<file path="src/rtl/i2c_write_master_if.sv">
// Handshake and bus signals of the single-byte I2C write initiator.
// The master modport is the initiator's view; slave is the controller/bench view.
interface i2c_write_master_if;
    logic       start;
    logic [6:0] addr;
    logic [7:0] data;
    logic       sda_in;
    logic       sda_out;
    logic       scl_out;
    logic       busy;
    logic       done;
    logic       ack_err;

    modport master (
        input  start, addr, data, sda_in,
        output sda_out, scl_out, busy, done, ack_err
    );

    modport slave (
        output start, addr, data, sda_in,
        input  sda_out, scl_out, busy, done, ack_err
    );
endinterface

</file>
<file path="src/rtl/i2c_write_master.sv">
// Single-byte I2C write initiator: START, address+W, ACK, data, ACK, STOP.
// Every bus phase lasts CLK_DIV clk cycles; SDA/SCL come straight from flops.
module i2c_write_master #(
    parameter int CLK_DIV = 2
) (
    input  logic                clk,
    input  logic                reset,
    i2c_write_master_if.master  bus
);
    localparam int CW = (CLK_DIV > 1) ? $clog2(CLK_DIV) : 1;

    typedef enum logic [2:0] {IDLE, START, ADDR, AACK, DATA, DACK, STOP, DONE} state_t;

    state_t        state, state_n;
    logic [CW-1:0] cnt, cnt_n;
    logic [1:0]    q, q_n;
    logic [2:0]    bit_idx, bit_n;
    logic [7:0]    shreg, data_r;
    logic          nack, nack_n;
    logic          ack_err_r, ack_err_n;
    logic          sda_r, scl_r, sda_n, scl_n;
    logic          accept, last_tick;
    logic [1:0]    last_q;

    assign accept    = ((state == IDLE) || (state == DONE)) && bus.start;
    assign last_tick = (cnt == CW'(CLK_DIV - 1));
    assign last_q    = (state == START) ? 2'd1 : (state == STOP) ? 2'd2 : 2'd3;

    // NOTE: every variable gets a default before the case so no path leaves it unassigned (no latches).
    always_comb begin
        state_n   = state;
        cnt_n     = cnt;
        q_n       = q;
        bit_n     = bit_idx;
        nack_n    = nack;
        ack_err_n = ack_err_r;
        case (state)
            IDLE, DONE: begin
                state_n = IDLE;
                if (accept) begin
                    state_n   = START;
                    cnt_n     = '0;
                    q_n       = 2'd0;
                    ack_err_n = 1'b0;
                end
            end
            default: begin
                if (!last_tick) begin
                    cnt_n = cnt + CW'(1);
                end else begin
                    cnt_n = '0;
                    // Slave response is taken on the last clk of the second quarter (SCL high).
                    if (((state == AACK) || (state == DACK)) && (q == 2'd1))
                        nack_n = bus.sda_in;
                    if (q != last_q) begin
                        q_n = q + 2'd1;
                    end else begin
                        q_n = 2'd0;
                        case (state)
                            START: begin
                                state_n = ADDR;
                                bit_n   = 3'd7;
                            end
                            ADDR: begin
                                if (bit_idx == 3'd0) state_n = AACK;
                                else                 bit_n   = bit_idx - 3'd1;
                            end
                            AACK: begin
                                if (nack) begin
                                    ack_err_n = 1'b1;
                                    state_n   = STOP;
                                end else begin
                                    state_n = DATA;
                                    bit_n   = 3'd7;
                                end
                            end
                            DATA: begin
                                if (bit_idx == 3'd0) state_n = DACK;
                                else                 bit_n   = bit_idx - 3'd1;
                            end
                            DACK: begin
                                if (nack) ack_err_n = 1'b1;
                                state_n = STOP;
                            end
                            default: state_n = DONE;
                        endcase
                    end
                end
            end
        endcase
    end

    // Pin levels are derived from the upcoming phase so the flops hold them during that phase.
    always_comb begin
        sda_n = 1'b1;
        scl_n = 1'b1;
        case (state_n)
            START: begin
                scl_n = (q_n == 2'd0);
                sda_n = 1'b0;
            end
            ADDR: begin
                scl_n = (q_n == 2'd1) || (q_n == 2'd2);
                sda_n = shreg[bit_n];
            end
            DATA: begin
                scl_n = (q_n == 2'd1) || (q_n == 2'd2);
                sda_n = data_r[bit_n];
            end
            AACK, DACK: begin
                scl_n = (q_n == 2'd1) || (q_n == 2'd2);
                sda_n = 1'b1;
            end
            STOP: begin
                scl_n = (q_n != 2'd0);
                sda_n = (q_n == 2'd2);
            end
            default: begin
                scl_n = 1'b1;
                sda_n = 1'b1;
            end
        endcase
    end

    always_ff @(posedge clk) begin
        if (!reset) begin
            state     <= IDLE;
            cnt       <= '0;
            q         <= 2'd0;
            bit_idx   <= 3'd0;
            nack      <= 1'b0;
            ack_err_r <= 1'b0;
            sda_r     <= 1'b1;
            scl_r     <= 1'b1;
        end else begin
            state     <= state_n;
            cnt       <= cnt_n;
            q         <= q_n;
            bit_idx   <= bit_n;
            nack      <= nack_n;
            ack_err_r <= ack_err_n;
            sda_r     <= sda_n;
            scl_r     <= scl_n;
        end
    end

    // NOTE: payload registers are only read after a start loads them, so they carry no reset.
    always_ff @(posedge clk) begin
        if (accept) begin
            shreg  <= {bus.addr, 1'b0};
            data_r <= bus.data;
        end
    end

    assign bus.sda_out = sda_r;
    assign bus.scl_out = scl_r;
    assign bus.busy    = (state != IDLE) && (state != DONE);
    assign bus.done    = (state == DONE);
    assign bus.ack_err = ack_err_r;
endmodule

</file>
<file path="src/flat_wrapper.sv">
// flat-port wrapper written by rule: the top's interface ports become plain ports
module i2c_write_master_flat 
#(
    parameter int CLK_DIV = 2
)
  (clk, reset, bus_start, bus_addr, bus_data, bus_sda_in, bus_sda_out, bus_scl_out, bus_busy, bus_done, bus_ack_err);
  i2c_write_master_if bus_i ();
  input  logic clk;
  input  logic reset;
  input wire logic [$bits(bus_i.start)-1:0] bus_start;
  input wire logic [$bits(bus_i.addr)-1:0] bus_addr;
  input wire logic [$bits(bus_i.data)-1:0] bus_data;
  input wire logic [$bits(bus_i.sda_in)-1:0] bus_sda_in;
  output wire logic [$bits(bus_i.sda_out)-1:0] bus_sda_out;
  output wire logic [$bits(bus_i.scl_out)-1:0] bus_scl_out;
  output wire logic [$bits(bus_i.busy)-1:0] bus_busy;
  output wire logic [$bits(bus_i.done)-1:0] bus_done;
  output wire logic [$bits(bus_i.ack_err)-1:0] bus_ack_err;
  assign bus_i.start = bus_start;
  assign bus_i.addr = bus_addr;
  assign bus_i.data = bus_data;
  assign bus_i.sda_in = bus_sda_in;
  assign bus_sda_out = bus_i.sda_out;
  assign bus_scl_out = bus_i.scl_out;
  assign bus_busy = bus_i.busy;
  assign bus_done = bus_i.done;
  assign bus_ack_err = bus_i.ack_err;
  i2c_write_master #(.CLK_DIV(CLK_DIV)) u_core (.clk(clk), .reset(reset), .bus(bus_i));
endmodule
</file>
<file path="config.mk">
export PLATFORM = sky130hd
export DESIGN_NAME = i2c_write_master_flat
export DESIGN_NICKNAME = d
export VERILOG_FILES = /design/src/rtl/i2c_write_master_if.sv /design/src/rtl/i2c_write_master.sv /design/src/flat_wrapper.sv
export SDC_FILE = /design/constraint.sdc
export NUM_CORES = 1
export LEC_CHECK = 0
export CORE_MARGIN = 8
export CORE_UTILIZATION = 40
export CTS_CLUSTER_SIZE = 20
export DETAILED_ROUTE_END_ITERATION = 6
export GPL_ROUTABILITY_DRIVEN = 0
export PLACE_DENSITY = 0.68
export RECOVER_POWER = 25
export SETUP_SLACK_MARGIN = 0.4
export SYNTH_ARGS = -nofsm -noshare
export SYNTH_HDL_FRONTEND = slang
export SYNTH_SLANG_ARGS = --single-unit
</file>
<file path="constraint.sdc">
create_clock -name clk -period 3.53 [get_ports clk]
set_clock_uncertainty 0.15 [all_clocks]
set_input_delay 0.5295 -clock clk [delete_from_list [all_inputs] [get_ports clk]]
set_output_delay 0.5295 -clock clk [all_outputs]
set_load 0.05 [all_outputs]
</file>
==> impl_metrics.env, run 1 <==
export IMPL_fin_ws_ns=0.5543
export IMPL_antenna_found_initial=0
export IMPL_min_delay_start="u_core.bit_idx[0]$_SDFF_PN0_"
export IMPL_ant_nets=0
export IMPL_layout_nets=214
export IMPL_row_count=23
export IMPL_wl_per_cell_microns=15.89
export IMPL_grt_overflow=0
export IMPL_track_usage_pct=12.30
export IMPL_cts_max_level=1
export IMPL_min_path_type="flop to flop"
export IMPL_antenna_cells=0
export IMPL_num_vias=1347
export IMPL_max_cap_viol_count=0
export IMPL_status="complete, no violations"
export IMPL_r2r_end="u_core.bus.scl_out$_SDFF_PN1_"
export IMPL_post_place_ws_ns=0.4782
export IMPL_synthTopCellsByCount="edfxtp_1, nor2_1, nand2_1"
export IMPL_hold_violations=0
export IMPL_detail_route_iter0_violations=100
export IMPL_initial_core_util_pct=41.43
export IMPL_core_area_sq_um=3971
export IMPL_yosysWarnings=0
export IMPL_tightest_slew_ns=0.7336
export IMPL_leakage_uw=0.0007114
export IMPL_syn_num_nets=193
export IMPL_wirelength_microns=3797
export IMPL_fp_dieW_microns=80.14
export IMPL_worstPathMaxFanout=23
export IMPL_p_per_area_nw_per_um2=347.5
export IMPL_startpoint="u_core.state[1]$_SDFF_PN0_"
export IMPL_clock_path_buffers=2
export IMPL_io_pins=24
export IMPL_syn_area_sq_um=1645
export IMPL_dp_hpwl_microns=2805
export IMPL_synth_seq_cells=28
export IMPL_firstDrtPassIters=4
export IMPL_critPathRequiredTime_ns=2.85
export IMPL_syn_inst=169
export IMPL_yosysTopAreaCellShare_pct=27.38
export IMPL_slew_violations=0
export IMPL_relSlewSlack_pct=51.09
export IMPL_min_period_over_period_pct=84.30
export IMPL_synth_area_leaders="edfxtp_1, dfxtp_1, mux2i_1"
export IMPL_cts_tree="yes"
export IMPL_cts_root_buffer="clkbuf_8"
export IMPL_finalSetupViolations=0
export IMPL_fmaxAchievable_ghz=0.3361
export IMPL_synth_cell_types=52
export IMPL_die_h_microns=80.14
export IMPL_synth_edf_count=15
export IMPL_min_period_ns=2.976
export IMPL_drive_above_1_share_pct=8.466
export IMPL_clock_sinks=28
export IMPL_r2r_cells=11
export IMPL_end_kind="output pin"
export IMPL_grt_pass1_vias=1333
export IMPL_async_reset_ff_share_pct=0
export IMPL_peakVddDrop_v=0.0002663
export IMPL_via_per_inst=5.636
export IMPL_holdPathEnd="u_core.bit_idx[0]$_SDFF_PN0_"
export IMPL_r2r_start="u_core.state[0]$_SDFF_PN0_"
export IMPL_hold_buffers=0
export IMPL_rsz0062_at_grt="false"
export IMPL_synth_area_leader_cell="edfxtp_1"
export IMPL_critPathArrivalTime_ns=2.30
export IMPL_reg2reg_slack_ns=0.59
export IMPL_hold_path_cell_count=2
export IMPL_avgSynthCellArea_sq_um=9.736
export IMPL_ys_seq_area_share_pct=43.19
export IMPL_start_kind="flop"
export IMPL_grt_start_max_net_pins=24
export IMPL_numCtsBuffers=3
export IMPL_grt_first_pass_wirelength_microns=6306
export IMPL_tns_ns=0
export IMPL_path_clk_slew_ns=0.10
export IMPL_portBuffers=23
export IMPL_worstSkewPairLatency_ns=0.27
export IMPL_drc=0
export IMPL_dieArea_sq_um=6422
export IMPL_synthFlopType="edfxtp_1"
export IMPL_areaGrowthSynthToFinish_pct=20.46
export IMPL_critPathKind="flop to output pin"
## sequential cells by signal (all words and copies together) (netlist names)
register and count:
u_core.cnt 1, u_core.q 2, u_core.data_r 8, u_core.bus.ack_err 1
u_core.bus.sda_out 1, u_core.state 3, u_core.bus.scl_out 1, u_core.nack 1
u_core.shreg 7, u_core.bit_idx 3
## final cells by class
type / count / area, sq um
Timing Repair Buffer: 25 / 245.2
Tap cell: 50 / 62.56
Multi-Input combinational cell: 122 / 852.1
Sequential cell: 28 / 713.2
Inverter: 10 / 37.54
Fill cell: 377 / 1989
Clock buffer: 3 / 41.29
Clock inverter: 1 / 30.03
## power by group
| part | total (uW) | internal (uW) | leakage [uW] | switching, uW |
|---|---|---|---|---|
| sequential | 365 | 358 | 0.000249 | 7.67 |
| clock | 252 | 152 | 0.0000357 | 100 |
| combinational | 71.5 | 34.4 | 0.000426 | 37.0 |
## cells in the final DEF, fill, tap and decap left out, drive strengths merged, types with 4 or more instances in the layout
| cell | count |
|---|---|
| o21ai | 13 |
| mux2i | 8 |
| clkdlybuf4s50 | 11 |
| and2 | 5 |
| inv | 10 |
| ha | 5 |
| nand2 | 14 |
| dfxtp | 13 |
| a21oi | 8 |
| dlygate4sd3 | 12 |
| nor2 | 15 |
| edfxtp | 15 |
| a31oi | 4 |
## cells by family (layout without fill, tap and decap cells)
logic type / Yosys count / in the layout / share of synthesized area [%]
adders and majority gates: 5 / 5 / 3.802
buffers and inverters: 19 / 39 / 5.399
muxes: 11 / 11 / 7.605
AOI/OAI and AO/OA: 44 / 44 / 19.24
and+or+nand+nor: 58 / 58 / 18.63
xor gates and xnor gates: 4 / 4 / 2.130
DFF: 28 / 28 / 43.19
## worst max-delay path by stage
stage                                          to  slack [ns]  cells past startpoint
global route        u_core.bus.scl_out$_SDFF_PN1_        0.41                     11
global placement    u_core.bus.scl_out$_SDFF_PN1_        0.70                     11
detailed placement  u_core.bus.scl_out$_SDFF_PN1_        0.48                     11
CTS                                      bus_busy        0.51                      4
floorplan           u_core.bus.scl_out$_SDFF_PN1_        0.78                     14
finish                                   bus_busy        0.55                      4
## through the flow
step,instances,power [uW],util [%],hold slack (ns),area (sq um)
5_1_grt,239,716.8,49.91,0.4386,1982
2_1_floorplan,169,411.9,-,0.3295,1645
4_1_cts,239,697.1,49.72,0.3736,1974
6_report,239,688.8,49.91,0.3754,1982
3_3_place_gp,235,443.8,47.89,0.3585,1902
3_5_place_dp,235,446.5,47.89,0.3572,1902
## timing repair
action / 4_1_cts / 5_1_grt
buffers inserted: 0 / 0
pin swaps: 0 / 0
setup endpoints to repair: 2 / 2
gates resized for setup: 1 / 2
## critical path, cell delays in order, from the launching register on
cell and delay (ns):
dfxtp_2 0.46, or2_1 0.33, o21ai_0 0.33, inv_1 0.17, clkdlybuf4s50_1 0.74
## layer usage
metal  wire (microns)  up-vias  track usage, %
met1             1703      638           15.02
li1                 -      665               -
met3              110        6           1.451
met5                0        -               0
met2             1898       38           20.45
met4               85        0           6.909
Power figures use the tool's default switching activity.
==> run 2, diff against run 1 <==
clock period = 2.8 ns   (was 3.53 ns; I/O delays follow)
==> impl_metrics.env, run 2 (synthesized netlist as in run 1, its figures left out) <==
export IMPL_critical_path_max_stage_delay_ns=0.38
export IMPL_grt_first_pass_wirelength_microns=7417
export IMPL_fin_hold_ws_ns=0.3650
export IMPL_power_share_clock_pct=36.0
export IMPL_wl_per_cell_microns=17.25
export IMPL_p_comb_share_pct=12.8
export IMPL_p_int_uw=696.6
export IMPL_fp_dieW_microns=80.14
export IMPL_slowest_stage="dfxtp_4"
export IMPL_power_uw=893.8
export IMPL_critPathArrivalTime_ns=2.45
export IMPL_dp_hpwl_microns=2950
export IMPL_startpoint="u_core.state[2]$_SDFF_PN0_"
export IMPL_wirelength_microns=4607
export IMPL_cts_tree="yes"
export IMPL_regMostFlops="u_core.data_r"
export IMPL_io_pins=24
export IMPL_worstSkewPairLatency_ns=0.28
export IMPL_initial_core_util_pct=41.43
export IMPL_min_period_ns=2.442
export IMPL_tns_ns=0
export IMPL_dieArea_sq_um=6422
export IMPL_critPathRequiredTime_ns=2.81
export IMPL_path_clk_slew_ns=0.09
export IMPL_p_sw_uw=197.2
export IMPL_antenna_found_initial=0
export IMPL_r2r_start="u_core.state[2]$_SDFF_PN0_"
export IMPL_grt_pass1_vias=1595
export IMPL_firstDrtPassIters=4
export IMPL_layout_nets=242
export IMPL_clock_path_buffers=2
export IMPL_drive_above_1_share_pct=32.72
export IMPL_tightest_slew_ns=0.4940
export IMPL_hold_violations=0
export IMPL_final_cell_mix="buf_4, edfxtp_1, nor2_1, nand2_1, dlygate4sd3_1"
export IMPL_grt_overflow=0
export IMPL_drc=0
export IMPL_critPathTopFamily="compound AO/OA/AOI/OAI gates"
export IMPL_min_path_type="flop to flop"
export IMPL_fmaxAchievable_ghz=0.4095
export IMPL_critPathBufInv=1
export IMPL_ant_nets=0
export IMPL_critPathKind="flop to flop"
export IMPL_mostFrequentLayoutCell="buf_4"
export IMPL_p_per_area_nw_per_um2=383.6
export IMPL_start_kind="flop"
export IMPL_cts_max_level=1
export IMPL_min_period_over_period_pct=87.21
export IMPL_areaGrowthSynthToFinish_pct=41.60
export IMPL_slew_violations=0
export IMPL_numCtsBuffers=3
export IMPL_portBuffers=23
export IMPL_track_usage_pct=14.50
export IMPL_grt_start_max_net_pins=17
export IMPL_row_count=23
export IMPL_reg_top3="u_core.data_r x8, u_core.shreg x7"
export IMPL_power_frac_seq_pct=51.3
export IMPL_rsz0062_at_grt="true"
export IMPL_swShare_pct=22.06
export IMPL_antenna_cells=0
export IMPL_relSlewSlack_pct=66.79
export IMPL_min_delay_start="u_core.state[0]$_SDFF_PN0_"
export IMPL_cp_cell_sequence="or2_4 -> mux2_4 -> a31oi_4 -> nand3_2 -> o21ai_2 -> inv_2 -> ha_4 -> a21oi_2 -> o21ai_1 -> a21oi_2 -> o21ai_1"
export IMPL_num_fill_cells=306
export IMPL_max_cap_viol_count=0
export IMPL_num_vias=1512
export IMPL_via_per_inst=5.663
export IMPL_worstPathMaxFanout=8
export IMPL_cts_root_buffer="clkbuf_8"
export IMPL_end_kind="flop"
export IMPL_finalSetupViolations=0
export IMPL_leakage_uw=0.0008917
export IMPL_largest_reg_flops=8
export IMPL_clock_sinks=28
export IMPL_peakVddDrop_v=0.0003616
export IMPL_status="complete, no violations"
export IMPL_die_h_microns=80.14
export IMPL_core_area_sq_um=3971
export IMPL_detail_route_iter0_violations=113
run 2: worst reg2reg max path, stage by stage (launching register included):
cell	delay, ns
dfxtp_4	0.38
or2_4	0.28
mux2_4	0.30
a31oi_4	0.22
nand3_2	0.12
o21ai_2	0.18
inv_2	0.07
ha_4	0.21
a21oi_2	0.11
o21ai_1	0.09
a21oi_2	0.12
o21ai_1	0.09
run 2: path summary, 6_finish.rpt:
| check | slack, ns | cells after the start | to |
|---|---|---|---|
| min reg2reg | 0.36 | 1 | u_core.state[1]$_SDFF_PN0_ |
| min | 0.36 | 1 | u_core.state[1]$_SDFF_PN0_ |
| max | 0.36 | 11 | u_core.bus.scl_out$_SDFF_PN1_ |
| max reg2reg | 0.36 | 11 | u_core.bus.scl_out$_SDFF_PN1_ |
run 2: metal layers:
metal  global-route usage (%)  routed length, microns  up-vias
li1                         -                       -      719
met1                    16.54                    1845      715
met2                    25.95                    2323       59
met3                    2.232                     242       19
met4                    6.364                     195        0
met5                        0                       0        -
run 2: through the flow:
step / util (%) / instance area, sq um / setup WS, ns / std cells
finish: 58.66 / 2330 / 0.3580 / 267
global route: 58.66 / 2330 / 0.2386 / 267
CTS: 56.27 / 2235 / 0.3509 / 263
detailed placement: 49.81 / 1978 / 0.1661 / 245
global placement: 49.81 / 1978 / 0.1968 / 245
floorplan: - / 1657 / 0.4052 / 169
run 2: power by group through the flow:
stage	sequential [uW]	combinational, uW	clock, uW
6_report	458	114	321
5_1_grt	460	123	341
4_1_cts	458	107	324
3_5_place_dp	470	99.2	0
3_3_place_gp	469	96.8	0
2_1_floorplan	469	52.2	0
run 2: cell type report:
type                            instances  area, sq um  share of cell area (%)
Clock inverter                          1        30.03                   1.289
Inverter                               10        37.54                   1.611
Timing Repair Buffer                   53        455.4                   19.55
Tap cell                               50        62.56                   2.685
Sequential cell                        28        728.2                   31.26
Multi-Input combinational cell        122        974.7                   41.84
Clock buffer                            3        41.29                   1.772
run 2: repair_timing:
| item | in CTS | in global routing |
|---|---|---|
| setup endpoints to repair | 3 | 2 |
| gates cloned | 0 | 0 |
| endpoints found under the hold margin | 0 | 0 |
| hold buffers | 0 | 0 |
| setup buffers | 14 | 4 |
| resized for setup | 25 | 16 |
| pin swaps | 8 | 9 |
==> run 3, diff against run 2 <==
CORE_ASPECT_RATIO = 1.75   (was unset)
==> impl_metrics.env, run 3 (synthesized netlist as in run 1, its figures left out) <==
export IMPL_hold_violations=0
export IMPL_largest_reg_flops=8
export IMPL_final_cell_mix="buf_4, edfxtp_1, nor2_1"
export IMPL_mostFrequentLayoutCell="buf_4"
export IMPL_detail_route_iter0_violations=39
export IMPL_numCtsBuffers=3
export IMPL_wl_per_cell_microns=17.70
export IMPL_hold_buffers=0
export IMPL_peakVddDrop_v=0.0005636
export IMPL_grt_overflow=0
export IMPL_row_count=31
export IMPL_drc=0
export IMPL_critical_path_max_stage_delay_ns=0.35
export IMPL_critPathTopFamily="simple AND/OR/NAND/NOR gates"
export IMPL_wirelength_microns=4619
export IMPL_fin_ws_ns=0.2616
export IMPL_regMostFlops="u_core.data_r"
export IMPL_reg_top3="u_core.data_r x8, u_core.shreg x7"
export IMPL_cts_tree="yes"
export IMPL_leakage_uw=0.0008695
export IMPL_initial_core_util_pct=40.79
export IMPL_final_area_sq_um=2295
export IMPL_die_h_microns=100.8
export IMPL_antenna_cells=0
export IMPL_slew_violations=0
export IMPL_firstDrtPassIters=4
export IMPL_grt_pass1_vias=1626
export IMPL_core_area_sq_um=4034
export IMPL_ant_nets=0
export IMPL_critPathArrivalTime_ns=2.54
export IMPL_min_path_type="flop to flop"
export IMPL_portBuffers=23
export IMPL_cts_root_buffer="clkbuf_8"
export IMPL_critPathKind="flop to flop"
export IMPL_worstPathMaxFanout=5
export IMPL_io_pins=24
export IMPL_clock_sinks=28
export IMPL_tightest_slew_ns=0.5418
export IMPL_end_kind="flop"
export IMPL_drive_above_1_share_pct=30.66
export IMPL_dieArea_sq_um=6502
export IMPL_start_kind="flop"
export IMPL_finalSetupViolations=0
export IMPL_grt_first_pass_wirelength_microns=7396
export IMPL_critPathBufInv=1
export IMPL_track_usage_pct=14.36
export IMPL_cts_max_level=1
export IMPL_cp_cell_sequence="or2_1 -> mux2_2 -> a31oi_4 -> nand3_1 -> nor2_1 -> a21oi_2 -> buf_4 -> ha_1 -> and3_1 -> a211oi_2 -> o2111ai_1"
export IMPL_path_clk_slew_ns=0.09
export IMPL_via_per_inst=5.847
export IMPL_num_vias=1526
export IMPL_layout_nets=237
export IMPL_tns_ns=0
export IMPL_status="complete, no violations"
export IMPL_worstSkewPairLatency_ns=0.28
export IMPL_critPathRequiredTime_ns=2.80
export IMPL_dp_hpwl_microns=3371
export IMPL_p_per_area_nw_per_um2=384.4
export IMPL_min_period_over_period_pct=90.66
export IMPL_fmaxAchievable_ghz=0.3939
export IMPL_clock_path_buffers=2
export IMPL_rsz0062_at_grt="true"
export IMPL_post_dp_cell_area_sq_um=1997
export IMPL_relSlewSlack_pct=63.50
export IMPL_min_period_ns=2.538
export IMPL_max_cap_viol_count=0
export IMPL_grt_start_max_net_pins=17
export IMPL_slowest_stage="dfxtp_2"
export IMPL_areaGrowthSynthToFinish_pct=39.47
export IMPL_post_place_ws_ns=0.09262
export IMPL_antenna_found_initial=0
export IMPL_fp_dieW_microns=64.48
run 3: cell count changes in the layout (fill, tap and decap cells not counted), moves of 2 or more:
cell / previous run / this run
buf_4: 30 / 24
o21ai_0: 7 / 9
o21ai_1: 4 / 0
dfxtp_4: 4 / 2
a21oi_1: 5 / 7
a21oi_2: 3 / 1
o21ai_2: 2 / 4
run 3: final cells by class:
class	instances	area [sq um]
fillers	351	1739
repair buffers	48	427.9
clock buffers	3	41.29
flip-flops and latches	28	721.9
well taps	49	61.31
clock inverters	1	30.03
multi-input cells	122	974.7
inverters	10	37.54
run 3: worst paths after layout:
check	from	endpoint	slack (ns)	depth (start not counted)
hold reg to reg	u_core.bit_idx[0]$_SDFF_PN0_	u_core.bit_idx[0]$_SDFF_PN0_	0.39	2
setup / recovery	u_core.state[1]$_SDFF_PN0_	u_core.bus.sda_out$_SDFF_PN1_	0.26	11
setup reg to reg	u_core.state[1]$_SDFF_PN0_	u_core.bus.sda_out$_SDFF_PN1_	0.26	11
hold / removal	u_core.bit_idx[0]$_SDFF_PN0_	u_core.bit_idx[0]$_SDFF_PN0_	0.39	2
run 3: per-layer routing:
layer / GRT usage [%] / routed length [microns]
met1: 13.56 / 1684
met2: 26.92 / 2586
met3: 2.450 / 156
met4: 9.628 / 192
met5: 0 / 0
run 3: repair_timing:
| action | CTS | global route |
|---|---|---|
| endpoints found under the setup margin | 2 | 2 |
| buffers inserted | 9 | 1 |
| hold endpoints to repair | 0 | 0 |
| pin swaps | 6 | 5 |
| resized for setup | 19 | 18 |
run 3: stage by stage:
stage               std cells  total power [uW]  util [%]  hold WS (ns)
detailed placement        247             570.4     49.50        0.3824
global route              261             913.1     56.89        0.3922
CTS                       260             887.4     54.65        0.3821
floorplan                 169             521.2         -        0.3295
global placement          247             567.3     49.50        0.3785
finish                    261             882.0     56.89        0.3888
run 3: worst reg2reg max path, cell delays in order (launching register included):
cell       delay, ns
dfxtp_2         0.35
or2_1           0.24
mux2_2          0.32
a31oi_4         0.20
nand3_1         0.13
nor2_1          0.17
a21oi_2         0.07
buf_4           0.15
ha_1            0.21
and3_1          0.17
a211oi_2        0.14
o2111ai_1       0.12
run 3: report_power, final:
| group | total (uW) | internal, uW | switching, uW |
|---|---|---|---|
| clock network | 313 | 191 | 121 |
| logic | 108 | 52.8 | 55.5 |
| registers | 461 | 450 | 11.0 |
